===== src/rtl/pipe_hazard_ctrl.sv =====
// Stall/flush sequencer for the 5-stage pipeline: load-use interlock, taken-branch
// flush, data-memory wait freeze with timeout to HALT, and saturating perf counters.
module pipe_hazard_ctrl #(
    parameter int CNT_W       = 16,
    parameter int MEM_TIMEOUT = 64
) (
    input  logic             clk,
    input  logic             rst_n,
    input  logic             idex_memread,
    input  logic [4:0]       idex_rt,
    input  logic [4:0]       ifid_rs,
    input  logic [4:0]       ifid_rt,
    input  logic             exmem_memread,
    input  logic             exmem_memwrite,
    input  logic             branch_taken,
    input  logic             dmem_ready,
    output logic             pc_en,
    output logic             ifid_en,
    output logic             ifid_flush,
    output logic             idex_en,
    output logic             idex_bubble,
    output logic             exmem_en,
    output logic             exmem_bubble,
    output logic             memwb_bubble,
    output logic             dmem_req,
    output logic             halted,
    output logic [CNT_W-1:0] stall_cnt,
    output logic [CNT_W-1:0] flush_cnt
);
    localparam int WAIT_W = $clog2(MEM_TIMEOUT + 1);

    typedef enum logic [1:0] {RUN, MEM_WAIT, HALT} state_t;

    state_t            state, state_nxt;
    logic [WAIT_W-1:0] wait_cnt, wait_nxt;
    logic              stall_inc, flush_inc;
    logic              mem_access, load_use;

    assign mem_access = exmem_memread | exmem_memwrite;
    assign load_use   = idex_memread && (idex_rt != 5'd0) &&
                        ((idex_rt == ifid_rs) || (idex_rt == ifid_rt));

    always_ff @(posedge clk or negedge rst_n) begin
        if (!rst_n) begin
            state     <= RUN;
            wait_cnt  <= '0;
            stall_cnt <= '0;
            flush_cnt <= '0;
        end else begin
            state    <= state_nxt;
            wait_cnt <= wait_nxt;
            if (stall_inc && stall_cnt != '1) stall_cnt <= stall_cnt + 1'b1;
            if (flush_inc && flush_cnt != '1) flush_cnt <= flush_cnt + 1'b1;
        end
    end

    always_comb begin
        state_nxt    = state;
        wait_nxt     = wait_cnt;
        stall_inc    = 1'b0;
        flush_inc    = 1'b0;
        pc_en        = 1'b1;
        ifid_en      = 1'b1;
        ifid_flush   = 1'b0;
        idex_en      = 1'b1;
        idex_bubble  = 1'b0;
        exmem_en     = 1'b1;
        exmem_bubble = 1'b0;
        memwb_bubble = 1'b0;
        dmem_req     = mem_access;
        halted       = 1'b0;
        case (state)
            RUN: begin
                if (mem_access && !dmem_ready) begin
                    pc_en        = 1'b0;
                    ifid_en      = 1'b0;
                    idex_en      = 1'b0;
                    exmem_en     = 1'b0;
                    memwb_bubble = 1'b1;
                    stall_inc    = 1'b1;
                    wait_nxt     = WAIT_W'(1);
                    state_nxt    = (MEM_TIMEOUT == 1) ? HALT : MEM_WAIT;
                end else if (branch_taken) begin
                    // Branch alongside a memory op is illegal: the flush is dropped.
                    if (!mem_access) begin
                        ifid_flush   = 1'b1;
                        idex_bubble  = 1'b1;
                        exmem_bubble = 1'b1;
                        flush_inc    = 1'b1;
                    end
                end else if (load_use) begin
                    pc_en       = 1'b0;
                    ifid_en     = 1'b0;
                    idex_bubble = 1'b1;
                    stall_inc   = 1'b1;
                end
            end
            MEM_WAIT: begin
                if (!dmem_ready) begin
                    pc_en        = 1'b0;
                    ifid_en      = 1'b0;
                    idex_en      = 1'b0;
                    exmem_en     = 1'b0;
                    memwb_bubble = 1'b1;
                    stall_inc    = 1'b1;
                    wait_nxt     = wait_cnt + 1'b1;
                    // This cycle brings the count of frozen cycles to MEM_TIMEOUT.
                    if (wait_cnt >= WAIT_W'(MEM_TIMEOUT - 1)) state_nxt = HALT;
                end else begin
                    wait_nxt  = '0;
                    state_nxt = RUN;
                end
            end
            HALT: begin
                pc_en    = 1'b0;
                ifid_en  = 1'b0;
                idex_en  = 1'b0;
                exmem_en = 1'b0;
                dmem_req = 1'b0;
                halted   = 1'b1;
            end
            default: state_nxt = RUN;
        endcase
    end
endmodule


===== config.mk =====
export PLATFORM = sky130hd
export DESIGN_NAME = pipe_hazard_ctrl
export DESIGN_NICKNAME = d
export VERILOG_FILES = /design/src/rtl/pipe_hazard_ctrl.sv
export SDC_FILE = /design/constraint.sdc
export NUM_CORES = 1
export LEC_CHECK = 0
export BUFFER_PORTS_ARGS = -buffer_cell sky130_fd_sc_hd__buf_2
export CORE_MARGIN = 2
export CORE_UTILIZATION = 51
export DETAILED_ROUTE_END_ITERATION = 12
export PLACE_DENSITY = 0.87
export SLEW_MARGIN = 20
export SYNTH_ARGS = -nofsm -noshare
export SYNTH_HDL_FRONTEND = slang
export SYNTH_SLANG_ARGS = --single-unit

===== constraint.sdc =====
create_clock -name clk -period 2.9 [get_ports clk]
set_clock_uncertainty 0.15 [all_clocks]
set_input_delay 0.725 -clock clk [delete_from_list [all_inputs] [get_ports clk]]
set_output_delay 0.725 -clock clk [all_outputs]
set_load 0.02 [all_outputs]

## After elaboration in Yosys (flattened, before gate mapping)

Index checks and enable logic that the tools add are counted.

| word-level totals | value |
|---|---|
| register bits | 41 |
| input bits | 22 |
| output and inout port bits | 42 |
| logic and storage cells | 60 |

| cells by class | value |
|---|---|
| add/sub/neg operators | 3 |
| $lt $le $gt $ge | 1 |
| eq/ne operators | 8 |
| mux-type cells | 30 |
| bitwise logic cells | 2 |
| reduce and logical (&&, ||, !) cells | 12 |

Operators with widths:

| operator | number |
|---|---|
| 16-bit by 1-bit adder with 16-bit output, second input constant | 2 |
| 16-bit inequality test, second input constant | 2 |
| 1-bit 2-to-1 mux | 19 |
| 7-bit 2-to-1 mux | 2 |
| 7-bit one-hot mux with 2 select lines | 1 |
| 5-bit == test | 2 |
| 7-bit by 1-bit adder with 7-bit output, second input constant | 1 |
| 7-bit by 6-bit greater-or-equal comparator with 1-bit output, second input constant | 1 |
| 2-bit 2-to-1 mux | 3 |
| 1-bit one-hot mux with 3 select lines | 2 |
| 2-bit one-hot mux with 3 select lines | 1 |
| 1-bit logical AND | 5 |
| 5-bit nonzero test | 1 |
| 1-bit one-hot mux with 2 select lines | 2 |
| 3-bit inequality test, second input constant | 1 |
| 3-bit AND reduction | 1 |
| 2-bit by 1-bit == test with 1-bit output, second input constant | 1 |
| 2-bit == test, second input constant | 1 |
| 2-bit logical NOT | 1 |
| 2-bit inequality test, second input constant | 1 |
| 2-bit AND reduction | 1 |
| 2-bit nonzero test | 1 |
| 1-bit logical NOT | 1 |
| 1-bit logical OR | 1 |
| 2 further kinds | 2 |

## Logic depth before layout (Yosys ltp)

| depth | value |
|---|---|
| depth in word-level cells | 8 |
| gate-level depth with buffers | 8 |
| gate-level depth less buffers | 7 |

## Least setup slack after synthesis

OpenSTA, ideal clock, no wires.

| timing path | value |
|---|---|
| path type | input-to-output |
| start point | input idex_rt[1] |
| end point | output pc_en |
| arrival time | 2.116 ns |
| data required time | 2.025 ns |
| setup slack | -0.091 ns |
| stages | 5 |
| buffers on the path | 1 |
| cell sequence | or4_1 > o21ai_2 > o21ai_0 > a21oi_1 > buf_4 |

| between the ends | value |
|---|---|
| cells in the longest elaborated chain, start to end | 7 |
| elaborated cells between the ends (all ways) | 10 |
| those cells by class | 2 x eq/ne; 4 x mux; 4 x reduce/logical |

Ends and longest elaborated chain:

| element | RTL line | text |
|---|---|---|
| start, declared | 10 | `input logic [4:0] idex_rt,` |
| 5-bit == test or 5-bit nonzero test (tied branches) | 41, 40 |  |
| 1-bit logical OR or 1-bit logical AND (tied branches) | 41, 40 |  |
| 1-bit logical AND (*) | 40 | `assign load_use = idex_memread && (idex_rt != 5'd0) &&` |
| 1-bit 2-to-1 mux (*) (3 in series) | -- |  |
| 1-bit one-hot mux with 3 select lines (*) | -- |  |
| end, declared | 17 | `output logic pc_en,` |

Every way passes the cells marked *; elsewhere a longest branch is shown, timed or not.

## Final worst setup path

| timing path | value |
|---|---|
| start point | input idex_rt[3] |
| end point | output pc_en |

| between the ends | value |
|---|---|
| cells in the longest elaborated chain, start to end | 7 |
| elaborated cells between the ends (all ways) | 10 |
| those cells by class | 2 x eq/ne; 4 x mux; 4 x reduce/logical |

Ends and longest elaborated chain:

| element | RTL line | text |
|---|---|---|
| 5-bit == test or 5-bit nonzero test (tied branches) | 41, 40 |  |
| 1-bit logical OR or 1-bit logical AND (tied branches) | 41, 40 |  |
| 1-bit logical AND (*) | 40 |  |
| 1-bit 2-to-1 mux (*) | 91 | `end else if (load_use) begin` |
| 1-bit 2-to-1 mux (*) | 83 | `end else if (branch_taken) begin` |
| 1-bit 2-to-1 mux (*) | 74 | `if (mem_access && !dmem_ready) begin` |
| 1-bit one-hot mux with 3 select lines (*) | 72 | `case (state)` |

Marked as above.

==> impl_metrics.yaml <==
timing:
  fin_crit_ps: 2880
  fin_tns_setup_ps: 0
  setup_viol: 0
  setup_slack_ps: 20.6
  timing.hold.ws_ps: 344
  slew_viol_final: 0
  finalHoldViolations: 0
  max_slew_margin_pct: 40.6
  worstMarginPinSlew_ps: 891
  period_share_pct: 99.3
  fmax_ghz: 0.347
logic_synthesis:
  syn_area_sq_um: 2190
  syn_nets: 246
  synth_seq_cells: 41
  avgSynthCellArea_sq_um: 9.90
  netlist_instances: 221
  ys_types: 38
  yosysTopAreaCellShare_pct: 46.9
  synth-seq-area-share_pct: 46.9
  synth_area_leaders: "dfrtp_1 (47%), xor2_1 (11%), nor2_1 (5.5%)"
  async_flop_share_pct: 100
  synth_ff_type: "dfrtp_1"
  synth_edf_count: 0
  yosys.area.top_type: "dfrtp_1"
  yosys_warnings: 0
clock_network:
  root_buffer: "clkbuf_8"
  clk_pin_slew_ps: 80
  cts_num_sinks: 41
  cts_tree: "yes"
  numCtsBuffers: 5
  clock_latency_ps: 300
  holdBufCountCts: 0
  clockBufferDepth: 2
  cts_max_level: 2
critical_path:
  critPathCaptureType: "output port"
  crit_chain: "buf_6 -> or4_4 -> o21ai_4 -> o21ai_1 -> a21oi_2 -> buf_4"
  critPathMaxStageDelay_ps: 540
  crit_slowest_cell: "or4_4"
  crit_arrival_ps: 2000
  crit_fanout: 3
  startpoint_type: "primary input"
  crit_required_ps: 2030
  path_class: "primary input to output port"
routing:
  drt_first_iter_violations: 175
  drc: 0
  firstDrtPassIters: 4
  vias: 1849
  ant_nets: 0
  vias_per_cell: 5.44
  drt-total-wl_mm: 4.81
  wl_per_cell_um: 14.1
die:
  die_y_um: 69.5
  dieArea_sq_um: 4830
  num_rows: 23
  core_sq_um: 4060
  ios: 64
  die_w_um: 69.5
  start_util_pct: 53.9
layout:
  drive_above_1_share_pct: 31.7
  nFillCells: 308
  finish.instance_area_sq_um: 2730
  num_antenna_cells: 0
  areaGrowthSynthToFinish_pct: 24.6
  nets: 314
grt:
  grt_pass1_wl_mm: 8.16
  antenna_found_initial: 0
  grt_usage_pct: 21.1
  grt_max_degree: 42
  grt_pass1_vias: 1798
  gr-total-overflow: 0
flow_run:
  drv_cap: 0
placed_design:
  gp_congestion: 0.884
  hpwl_mm: 3.43
  io_buffer_count: 63
  pre_cts_ws_ps: 49.8
  place_area_sq_um: 2540
status:
  status: "finished, final reports clean"
min_path:
  min-delay-path-class: "flip-flop to flip-flop"
power_and_ir_drop:
  power.leakage_nw: 1.33
  power_mw: 2.17
  power.density_nw_per_um2: 797
  vdd_drop_max_mv: 0.634
## report_power, final
part / total (mW) / switching (mW) / leakage, nW / internal [mW]
clock: 0.563 / 0.216 / 0.0687 / 0.347
combinational: 0.737 / 0.456 / 0.740 / 0.281
sequential: 0.873 / 0.178 / 0.522 / 0.695
total: 2.17 / 0.850 / 1.33 / 1.32
## metal layers
layer / vias to the layer above / wire length [um] / global-route usage (%) / share of wire, %
li1: 892 / - / - / -
met1: 887 / 2150 / 27.6 / 45
met2: 60 / 2300 / 33.2 / 48
met3: 10 / 251 / 5.38 / 5.2
met4: 0 / 113 / 8.93 / 2.4
met5: - / 0 / 0 / 0
## cells by family (layout without fill, tap and decap cells)
kind of cell             after synthesis  count (layout)  synth area share, %
AO/OA/AOI/OAI                         26              26                 7.60
adder cells (fa/ha/maj)                3               3                 1.72
XOR/XNOR                              40              40                 16.0
flip-flops                            41              41                 46.9
buffers and inverters                 13              82                 3.26
multiplexers                           2               2                 1.20
AND/OR/NAND/NOR                       96              96                 23.3
## per-stage QoR
stage          std cells  util (%)
6_report             340      67.2
5_1_grt              340      67.2
4_1_cts              339      66.1
3_5_place_dp         331      62.7
3_3_place_gp         331      62.7
2_1_floorplan        221         -
## worst max-delay path, delay by kind of cell
kind	cells	cell delay [ps]
simple gates	1	540
compound gates	3	470
buf+inv	2	260
## area by class of cell
| cell class | count | area, sq um | share of cell area, % |
|---|---|---|---|
| repair buffers | 66 | 358 | 13.1 |
| well taps | 50 | 62.6 | 2.29 |
| inverters | 8 | 30.0 | 1.10 |
| flip-flops and latches | 41 | 1030 | 37.6 |
| clock buffers | 5 | 68.8 | 2.52 |
| multi-input cells | 167 | 1110 | 40.8 |
| clock inverters | 3 | 68.8 | 2.52 |
## cells in the mapped netlist, types with 2 or more instances
master,number
buf_4,3
nand3_1,13
nor3_2,3
xor2_1,27
and3_1,2
ha_1,3
nor4_2,3
nor3_1,10
nand2_1,17
nor2_1,32
dfrtp_1,41
o21ai_0,8
a31oi_1,3
nand4_2,2
a21oi_1,7
nand4_1,5
nor4_1,2
xnor2_1,13
inv_1,8
## layout by cell type (no fill, tap or decap), types with 2 or more instances in the layout
master	n
ha_1	3
a21oi_1	6
buf_4	6
nand4_1	5
nand2_1	17
nor4_2	3
inv_1	8
nor3_1	10
nor3_2	3
nand4_2	2
o21ai_0	7
and3_1	2
nor4_1	2
dfrtp_1	41
bufinv_16	2
or4_4	2
a31oi_1	3
nor2_1	31
xnor2_1	13
xor2_1	27
buf_2	58
nand3_1	13
buf_6	2
clkbuf_8	5
## final timing paths
path / startpoint / to / slack, ps / depth (start not counted)
max: idex_rt[3] / pc_en / 20 / 6
max in group asynchronous: rst_n / stall_cnt[13] / 1660 / 1
max reg2reg: stall_cnt[0] / stall_cnt[1] / 570 / 6
min reg2reg: stall_cnt[11] / stall_cnt[11] / 340 / 1
min: stall_cnt[11] / stall_cnt[11] / 340 / 1
min in group asynchronous: rst_n / state[1] / 390 / 1
## flip-flops by register name (all words and copies together) (netlist names)
signal / flops
flush_cnt: 16
stall_cnt: 16
state: 2
wait_cnt: 7
## what timing repair did
| item | in CTS | in global routing |
|---|---|---|
| resized for setup | 0 | 12 |
| endpoints found under the setup margin | 0 | 3 |
| buffers inserted | 0 | 1 |
Power figures use the tool's default switching activity.
